File: config.mk
export PLATFORM = sky130hd
export DESIGN_NAME = trng_xor_sampler_ctrl
export DESIGN_NICKNAME = d
export VERILOG_FILES = /design/src/rtl/trng_pkg.sv /design/src/rtl/trng_sync_2ff.sv /design/src/rtl/vn_debias.sv /design/src/rtl/trng_xor_sampler_ctrl.sv
export SDC_FILE = /design/constraint.sdc
export NUM_CORES = 1
export LEC_CHECK = 0
export CORE_AREA = 2 2 106 108
export DETAILED_ROUTE_END_ITERATION = 6
export DIE_AREA = 0 0 108 110
export SETUP_SLACK_MARGIN = 0.3
export SYNTH_ARGS = -nofsm -noshare
export SYNTH_HDL_FRONTEND = slang
export SYNTH_SLANG_ARGS = --single-unit
File: constraint.sdc
create_clock -name clk -period 6.25 [get_ports clk]
set_clock_uncertainty 0.15 [all_clocks]
set_input_delay 0.625 -clock clk [delete_from_list [all_inputs] [get_ports clk]]
set_output_delay 0.625 -clock clk [all_outputs]
set_load 0.005 [all_outputs]
File: src/rtl/trng_pkg.sv
// Shared types and default sizing for the TRNG XOR-tree sampler controller.
package trng_pkg;

    typedef enum logic [1:0] {
        ST_IDLE   = 2'd0,
        ST_WARMUP = 2'd1,
        ST_SAMPLE = 2'd2,
        ST_FULL   = 2'd3
    } trng_state_e;

    localparam int DEF_WIDTH         = 32;
    localparam int DEF_WARMUP_CYCLES = 1024;
    localparam int DEF_DIV_W         = 8;

endpackage

File: src/rtl/trng_sync_2ff.sv
// Two-flop synchronizer cell for a single asynchronous level.
module trng_sync_2ff (
    input  logic clk,
    input  logic reset,
    input  logic d_i,
    output logic q_o
);

    logic meta_q;
    logic sync_q;

    // Two back-to-back flops give metastability time before the value is used.
    always_ff @(posedge clk or posedge reset) begin
        if (reset) begin
            meta_q <= 1'b0;
            sync_q <= 1'b0;
        end else begin
            meta_q <= d_i;
            sync_q <= meta_q;
        end
    end

    assign q_o = sync_q;

endmodule

File: src/rtl/vn_debias.sv
// Von Neumann pair filter: emits the first bit of a 01/10 pair, drops 00/11.
module vn_debias (
    input  logic clk,
    input  logic reset,
    input  logic clr_i,
    input  logic smp_stb_i,
    input  logic smp_bit_i,
    output logic out_valid_o,
    output logic out_bit_o
);

    logic pair_q, pair_d;
    logic first_q, first_d;

    // Track whether the next strobe completes a pair; remember the first bit.
    always_comb begin
        pair_d  = pair_q;
        first_d = first_q;
        if (clr_i) begin
            pair_d = 1'b0;
        end else if (smp_stb_i) begin
            pair_d = ~pair_q;
            if (!pair_q) begin
                first_d = smp_bit_i;
            end
        end
    end

    // Pair flag and first-bit storage.
    always_ff @(posedge clk or posedge reset) begin
        if (reset) begin
            pair_q  <= 1'b0;
            first_q <= 1'b0;
        end else begin
            pair_q  <= pair_d;
            first_q <= first_d;
        end
    end

    assign out_valid_o = smp_stb_i & pair_q & ~clr_i & (first_q ^ smp_bit_i);
    assign out_bit_o   = first_q;

endmodule

File: src/rtl/trng_xor_sampler_ctrl.sv
// Ring-oscillator XOR tree controller: warm-up, paced sampling, optional
// von Neumann debiasing, word packing and valid/ready hand-off.
//
// state  | meaning
// IDLE   | oscillators off, waiting for enable
// WARMUP | oscillators on, counting down the settle time
// SAMPLE | taking one sample every div_q+1 cycles into the shift register
// FULL   | word complete, waiting for the output register to be free
module trng_xor_sampler_ctrl
    import trng_pkg::*;
#(
    parameter int WIDTH         = DEF_WIDTH,
    parameter int WARMUP_CYCLES = DEF_WARMUP_CYCLES,
    parameter int DIV_W         = DEF_DIV_W
) (
    input  logic             clk,
    input  logic             reset,
    input  logic             enable,
    input  logic             debias_en,
    input  logic [DIV_W-1:0] div,
    input  logic             xor_raw,
    output logic             osc_en,
    output logic [WIDTH-1:0] rnd_data,
    output logic             rnd_valid,
    input  logic             rnd_ready,
    output logic             busy
);

    localparam int CNT_W  = $clog2(WIDTH + 1);
    localparam int WARM_W = $clog2(WARMUP_CYCLES + 1);

    trng_state_e        state_q, state_d;
    logic [WARM_W-1:0]  warm_cnt_q, warm_cnt_d;
    logic [DIV_W-1:0]   int_cnt_q, int_cnt_d;
    logic [DIV_W-1:0]   div_q, div_d;
    logic               deb_q, deb_d;
    logic [CNT_W-1:0]   bit_cnt_q, bit_cnt_d;
    logic [WIDTH-1:0]   shreg_q, shreg_d;
    logic [WIDTH-1:0]   rnd_data_q, rnd_data_d;
    logic               rnd_valid_q, rnd_valid_d;

    logic sync_q;
    logic smp_stb;
    logic vn_valid, vn_bit;
    logic shift_en, shift_bit;
    logic start_word;

    trng_sync_2ff u_sync (
        .clk   (clk),
        .reset (reset),
        .d_i   (xor_raw),
        .q_o   (sync_q)
    );

    assign smp_stb = (state_q == ST_SAMPLE) && (int_cnt_q == '0);

    // Pair flag is held clear outside SAMPLE so every word starts on a pair boundary.
    vn_debias u_vn (
        .clk         (clk),
        .reset       (reset),
        .clr_i       (state_q != ST_SAMPLE),
        .smp_stb_i   (smp_stb),
        .smp_bit_i   (sync_q),
        .out_valid_o (vn_valid),
        .out_bit_o   (vn_bit)
    );

    assign shift_en  = deb_q ? vn_valid : smp_stb;
    assign shift_bit = deb_q ? vn_bit : sync_q;

    // Next-state, counters, packing and output-register load.
    always_comb begin
        state_d     = state_q;
        warm_cnt_d  = warm_cnt_q;
        int_cnt_d   = int_cnt_q;
        div_d       = div_q;
        deb_d       = deb_q;
        bit_cnt_d   = bit_cnt_q;
        shreg_d     = shreg_q;
        rnd_data_d  = rnd_data_q;
        rnd_valid_d = rnd_valid_q & ~rnd_ready;
        start_word  = 1'b0;

        unique case (state_q)
            ST_IDLE: begin
                if (enable) begin
                    state_d    = ST_WARMUP;
                    warm_cnt_d = WARM_W'(WARMUP_CYCLES - 1);
                end
            end
            ST_WARMUP: begin
                if (!enable) begin
                    state_d = ST_IDLE;
                end else if (warm_cnt_q == '0) begin
                    state_d    = ST_SAMPLE;
                    start_word = 1'b1;
                end else begin
                    warm_cnt_d = warm_cnt_q - 1'b1;
                end
            end
            ST_SAMPLE: begin
                if (!enable) begin
                    state_d = ST_IDLE;
                end else begin
                    int_cnt_d = (int_cnt_q == '0) ? div_q : int_cnt_q - 1'b1;
                    if (shift_en) begin
                        shreg_d   = {shreg_q[WIDTH-2:0], shift_bit};
                        bit_cnt_d = bit_cnt_q + 1'b1;
                        if (bit_cnt_q == CNT_W'(WIDTH - 1)) begin
                            state_d = ST_FULL;
                        end
                    end
                end
            end
            ST_FULL: begin
                // A same-cycle handshake frees the output register for this word.
                if (!enable) begin
                    state_d = ST_IDLE;
                end else if (!rnd_valid_q || rnd_ready) begin
                    rnd_data_d  = shreg_q;
                    rnd_valid_d = 1'b1;
                    state_d     = ST_SAMPLE;
                    start_word  = 1'b1;
                end
            end
            default: state_d = ST_IDLE;
        endcase

        if (start_word) begin
            div_d     = div;
            deb_d     = debias_en;
            int_cnt_d = div;
            bit_cnt_d = '0;
            shreg_d   = '0;
        end
    end

    // State and datapath registers.
    always_ff @(posedge clk or posedge reset) begin
        if (reset) begin
            state_q     <= ST_IDLE;
            warm_cnt_q  <= '0;
            int_cnt_q   <= '0;
            div_q       <= '0;
            deb_q       <= 1'b0;
            bit_cnt_q   <= '0;
            shreg_q     <= '0;
            rnd_data_q  <= '0;
            rnd_valid_q <= 1'b0;
        end else begin
            state_q     <= state_d;
            warm_cnt_q  <= warm_cnt_d;
            int_cnt_q   <= int_cnt_d;
            div_q       <= div_d;
            deb_q       <= deb_d;
            bit_cnt_q   <= bit_cnt_d;
            shreg_q     <= shreg_d;
            rnd_data_q  <= rnd_data_d;
            rnd_valid_q <= rnd_valid_d;
        end
    end

    assign osc_en    = (state_q != ST_IDLE);
    assign busy      = (state_q == ST_WARMUP) || (state_q == ST_SAMPLE);
    assign rnd_data  = rnd_data_q;
    assign rnd_valid = rnd_valid_q;

endmodule
---- After elaboration in Yosys (flattened, before gate mapping) ----
Index checks and enable logic that the tools add are counted.
storage, ports and cells
  word-level logic and storage cells ...... 92
  input port bits ......................... 14
  register bits after elaboration ......... 105
  output and inout port bits .............. 35
operators by class
  $add $sub $neg .......................... 3
  reductions and logical operators ........ 19
  eq/ne operators ......................... 12
  bitwise gates (word level) .............. 8
  multiplexer cells ....................... 37
operator list
  cell                                                    number
  2-to-1 mux 32 bit                                       4
  2-to-1 mux 11 bit                                       3
  2-to-1 mux 8 bit                                        4
  2-to-1 mux 6 bit                                        4
  one-hot mux 11 bit (2 select lines)                     1
  2-to-1 mux 2 bit                                        8
  nonzero test 2 bit                                      6
  zero test 11 bit                                        1
  2-to-1 mux 1 bit                                        11
  subtractor 11 x 1 -> 11 bit (second input constant)     1
  inequality test 3 bit (second input constant)           3
  AND reduction 3 bit                                     3
  zero test 8 bit                                         1
  inequality test 2 bit (second input constant)           4
  one-hot mux 2 bit (4 select lines)                      1
  subtractor 8 x 1 -> 8 bit (second input constant)       1
  adder 6 x 1 -> 6 bit (second input constant)            1
  equality test 6 x 5 -> 1 bit (second input constant)    1
  AND reduction 5 bit                                     1
  AND 1 bit                                               4
  equality test 2 bit (second input constant)             2
  AND reduction 4 bit                                     1
  inequality test 3 x 2 -> 1 bit (second input constant)  1
  inverter 1 bit                                          3
  8 further kinds                                         9

---- Longest topological paths before layout ----
  depth after elaboration ................. 10
  mapped depth ............................ 10
  mapped depth without buffers ............ 7

---- Hierarchy ----
Synthesis repeated with hierarchy kept, for this count alone.
second synthesis, totals
  cell total of the unflattened synthesis .. 461
  area total of the unflattened synthesis .. 4,719.5 um^2
by module, submodules not included
  module                 instances  cells an instance  sequential area each (um^2)  area each (um^2)
  trng_xor_sampler_ctrl  1          449                2,527.4                      4,551.9
  vn_debias              1          9                  50.0                         113.9
  trng_sync_2ff          1          3                  50.0                         53.8

---- Worst setup path before layout ----
No wires, ideal clock.
  path type ............................... reg2reg
  start point ............................. register int_cnt_q[0]
  end point ............................... register state_q[1]
  path slack .............................. 3,820 ps
  required time ........................... 6,021 ps
  arrival ................................. 2,200 ps
  clock period less this slack ............ 2,430 ps
  library setup time ...................... 79 ps
  cell stages (with the launch flop) ...... 9
  cells stage by stage .................... dfrtp_1 inv_1 ha_1 or3b_1 buf_2 or2_4 or4_4 a21oi_2 mux2i_1
on the way
  cells in the longest elaborated chain, start to end .. 8
ends and longest elaborated chain
  item                                 line                          text
  from (decl)                          trng_xor_sampler_ctrl.sv:34   logic [DIV_W-1:0] int_cnt_q, int_cnt_d;
  from (signal assigned)               trng_xor_sampler_ctrl.sv:153  int_cnt_q <= int_cnt_d;
  zero test 8 bit (*)                  trng_xor_sampler_ctrl.sv:55   assign smp_stb = (state_q == ST_SAMPLE) && (int_cnt_q == '0);
  logical AND 1 bit (*)                trng_xor_sampler_ctrl.sv:55
  AND 1 bit (3 in a row)               vn_debias.sv:40               assign out_valid_o = smp_stb_i & pair_q & ~clr_i & (first_q ^ smp_bit_i);
  2-to-1 mux 1 bit (*)                 trng_xor_sampler_ctrl.sv:68   assign shift_en = deb_q ? vn_valid : smp_stb;
  inequality test 3 bit (no line) (*)  --
  AND reduction 5 bit (no line) (*)    --
  to (signal assigned)                 trng_xor_sampler_ctrl.sv:151  state_q <= state_d;
  to (decl)                            trng_xor_sampler_ctrl.sv:32   trng_state_e state_q, state_d;
Mark *: on every way between the ends. The rest lies on a longest branch, timed or not.
A chain may end at the register's enable or synchronous reset.

---- Final worst setup path ----
  start point ............................. input enable
  end point ............................... register int_cnt_q[1]
on the way
  cells in the longest elaborated chain, start to end .. 4
  elaborated cells on any way between the ends .. 7
ends and longest elaborated chain
  item                                        line                                                       text
  from (decl)                                 trng_xor_sampler_ctrl.sv:18                                input logic enable,
  2-to-1 mux 1 bit, on equally long branches  trng_xor_sampler_ctrl.sv:117, trng_xor_sampler_ctrl.sv:92
  one-hot mux 1 bit (2 select lines)          trng_xor_sampler_ctrl.sv:84                                unique case (state_q)
  nonzero test 2 bit (no line)                --
  AND reduction 2 bit (no line)               --
Several ways; a longest one is shown, not always the timed one.

==> summary.md <==
| Metric | Value |
|---|---|
| GRT Util Overall | 18.1% |
| Reported net switching power | 0.555 mW |
| Clk pwr share | 27.7% |
| Wire length per cell | 15.1 um |
| Asr flop ratio synth | 100% |
| Port Buf Inserts | 48 |
| DIE WIDTH | 108 um |
| Critical path buffers and inverters | 1 |
| Synth top area share | 55.6% |
| Slew Viols, Final | 0 |
| Final ANT Viol Nets | 0 |
| P_leak | 2.61 nW |
| DRT iter0 DRCs | 201 |
| Post-CTS sizing | 0 |
| Router iterations before antenna repair | 5 |
| DP Area | 0.00533 mm2 |
| Design area | 0.00555 mm2 |
| Cell Rows | 38 |
| Largest family of logic cells by synthesized area | simple AND/OR/NAND/NOR gates |
| Starting Density | 44.2% |
| CP max stage delay | 0.77 ns |
| Num CTS Buffers | 9 |
| Fmax | 0.324 GHz |
| Final worst path period share | 49.4% |
| Overflow after GRT | 0 |
| Leading cell type in the layout, fill and taps excluded | dfrtp_1 |
| Mux contribution to synthesized area | 8.73% |
| Clock latency on the worst-skew pair | 0.38 ns |
| Detailed Place HPWL | 6140 um |
| Setup Viol. Count Final | 0 |
| Via-to-Cell Ratio | 5.35 |
| Drt drc | 0 |
| FF+latch count, synth | 105 |
| I/O pins | 49 |
| Cell family with most CP delay | simple AND/OR/NAND/NOR gates |
| Area of the multi-input gates | 0.00197 mm2 |
| Layout Utilization | 51.9% |
| Post-synthesis simple-gate area fraction | 20.7% |
| Power Dens Cells | 309 mW/mm2 |
| Ys flop type | dfrtp_1 |
| Critical path capture point type | flop |
| Main area contributors after synthesis | dfrtp_1 56%, mux2_2 8.1%, nand3_1 7.5%, nand2_1 6.1%, ha_1 2.4% |
| Reg power frac | 49.0% |
| Deepest clock path buffer count | 2 |
| Avg Inst Size Synth | 10.3 um2 |
| Setup repair bufs after CTS | 0 |
| Setup CP Type | in2reg |
| Worst Hold Margin | 0.208 ns |
| Number of synthesized flops with an enable pin | 0 |
| Yosys top cell by area | dfrtp_1 |
| Switching Share | 32.3% |
| Core area | 0.0107 mm2 |
| Clock transition at path regs | 0.11 ns |
| CP required | 6.32 ns |
| Peak supply drop | 0.167 mV |
| Highest Signal Layer | met4 |
| Slowest cell on the critical path | nor2b_4 |
| Logic pwr share | 23.3% |
| Yosys cell types | 51 |
| Hold Buf Count CTS | 0 |
| Slew HR | 24.7% |
| Number of maximum-capacitance violations | 0 |
| Mapped Nets | 483 |
| Worst path cell trace | clkdlybuf4s50_1, nand2_1, nor2b_4, o21ba_2, nor2_1, a31oi_1 |
| Commonest non-fill, non-tap cells in the layout | 105 x dfrtp_1, 77 x nand2_1, 71 x nand3_1, 48 x clkdlybuf4s50_1, 34 x mux2_2 |
| Critical Path Fanout Max | 43 |
| Sink Count | 105 |
| Fin nets | 519 |
| Area growth from synthesis to layout | 17.4% |
| CP Launch Type | input pin |
| Compound-Gate Fraction of Synth Area | 8.23% |
| Filler cells | 992 |
| Cells after synthesis | 460 |
| Minimum clock period | 3.09 ns |
| Layout cell share with drive strength beyond 1 | 12.8% |
| Die ar. | 0.0119 mm2 |
| Largest net degree at the start of global routing | 78 |
| Die height | 110 um |
| Register area | 0.00263 mm2 |
| Worst hold path class | reg2reg |
| Htree depth | 3 |
| Root buffer cell | clkbuf_8 |
| Post-synthesis sequential area ratio | 55.6% |
| Initial antenna violation count | 0 |
| Total Neg Setup Slack | 0 ns |
| Xor and xnor area share after synthesis | 1.30% |
| Critical path arrival | 3.16 ns |
| Adder-cell area share of the yosys netlist | 2.38% |
| Final Hold Violating Endpoints | 0 |
| Diode count | 0 |
| WL final | 9650 um |
| Netlist Area Pre-Place | 0.00473 mm2 |
| Metal2 WL | 4540 um |
| CTS tree | built |
| Routed wl met3 | 425 um |
| Synth warn | 0 |
| RSZ-0062 raised after global routing | no |
| Status | finished clean |
| Met1 wire length | 4610 um |
| RD Place Congestion | 0.818 |
| Via count | 3429 |
| First-pass GRT wire length | 17000 um |
| Worst slew pin tran | 1.13 ns |
| Vias in the first global route | 3466 |
| Internal | 1.16 mW |
through the flow:
| step | setup slack (ns) | power [mW] | instances |
|---|---|---|---|
| 3_5_place_dp | 2.73 | 1.26 | 625 |
| 3_3_place_gp | 2.77 | 1.24 | 625 |
| 6_report | 3.16 | 1.72 | 641 |
| 4_1_cts | 3.14 | 1.74 | 641 |
| 2_1_floorplan | 2.71 | 1.14 | 460 |
| 5_1_grt | 2.91 | 1.83 | 641 |
path summary, 6_finish.rpt:
check | startpoint | to | slack (ns) | cells past startpoint
max | enable | int_cnt_q[1]$_DFFE_PP0P_ | 3.16 | 6
min | u_sync.meta_q$_DFF_PP0_ | u_sync.q_o$_DFF_PP0_ | 0.21 | 0
max reg2reg | state_q[1]$_DFFE_PP0P_ | warm_cnt_q[6]$_DFFE_PP0P_ | 3.42 | 7
min reg2reg | u_sync.meta_q$_DFF_PP0_ | u_sync.q_o$_DFF_PP0_ | 0.21 | 0
max in group asynchronous | reset | int_cnt_q[5]$_DFFE_PP0P_ | 4.24 | 3
min in group asynchronous | reset | shreg_q[10]$_DFFE_PP0P_ | 0.42 | 2
sequential cells by signal, summed over array words and instances, names as in the netlist:
signal / cells
state_q: 2
u_sync.meta_q: 1
rnd_valid: 1
warm_cnt_q: 11
u_vn.pair_q: 1
deb_q: 1
u_vn.out_bit_o: 1
rnd_data: 32
bit_cnt_q: 6
shreg_q: 32
u_sync.q_o: 1
div_q: 8
int_cnt_q: 8
Yosys cell counts, drive strengths merged (3+ instances only):
cell,number
or4,3
nor4,3
inv,12
mux2,34
mux2i,3
xor2,3
nand2b,3
o21ai,17
clkbuf,24
a31oi,3
xnor2,4
ha,9
o22ai,5
and3,4
nand2,77
or3,4
nor2,14
nand4,4
nor3,6
a21oi,17
and2,3
dfrtp,105
nand3,71
final cells by class:
| type | instances | share of cell area [%] |
|---|---|---|
| multi-input combinational | 317 | 35.5 |
| timing repair buffer | 51 | 9.06 |
| sequential | 105 | 47.4 |
| clock buffer | 10 | 2.30 |
| inverter | 12 | 0.857 |
| tap | 140 | 3.16 |
| clock inverter | 6 | 1.74 |
cell families (layout without fill, tap and decap cells):
logic type | count (synthesis) | after routing
and+or+nand+nor | 202 | 202
DFF | 105 | 105
AOI/OAI and AO/OA | 62 | 62
buffers and inverters | 38 | 79
muxes | 37 | 37
adders and majority gates | 9 | 9
xor gates and xnor gates | 7 | 7
power groups by stage:
stage | logic (mW) | registers, mW | clock network, mW
after floorplan | 0.304 | 0.832 | 0
after global placement | 0.394 | 0.850 | 0
after detailed placement | 0.404 | 0.852 | 0
after CTS | 0.405 | 0.840 | 0.494
after global routing | 0.457 | 0.855 | 0.522
final | 0.400 | 0.841 | 0.475
layer usage:
layer | GRT usage, % | vias up
li1 | - | 1678
met3 | 4.64 | 5
met1 | 24.6 | 1677
met5 | 0 | -
met4 | 3.85 | 0
met2 | 29.6 | 69
No activity file was read; power rests on OpenSTA's default activity.
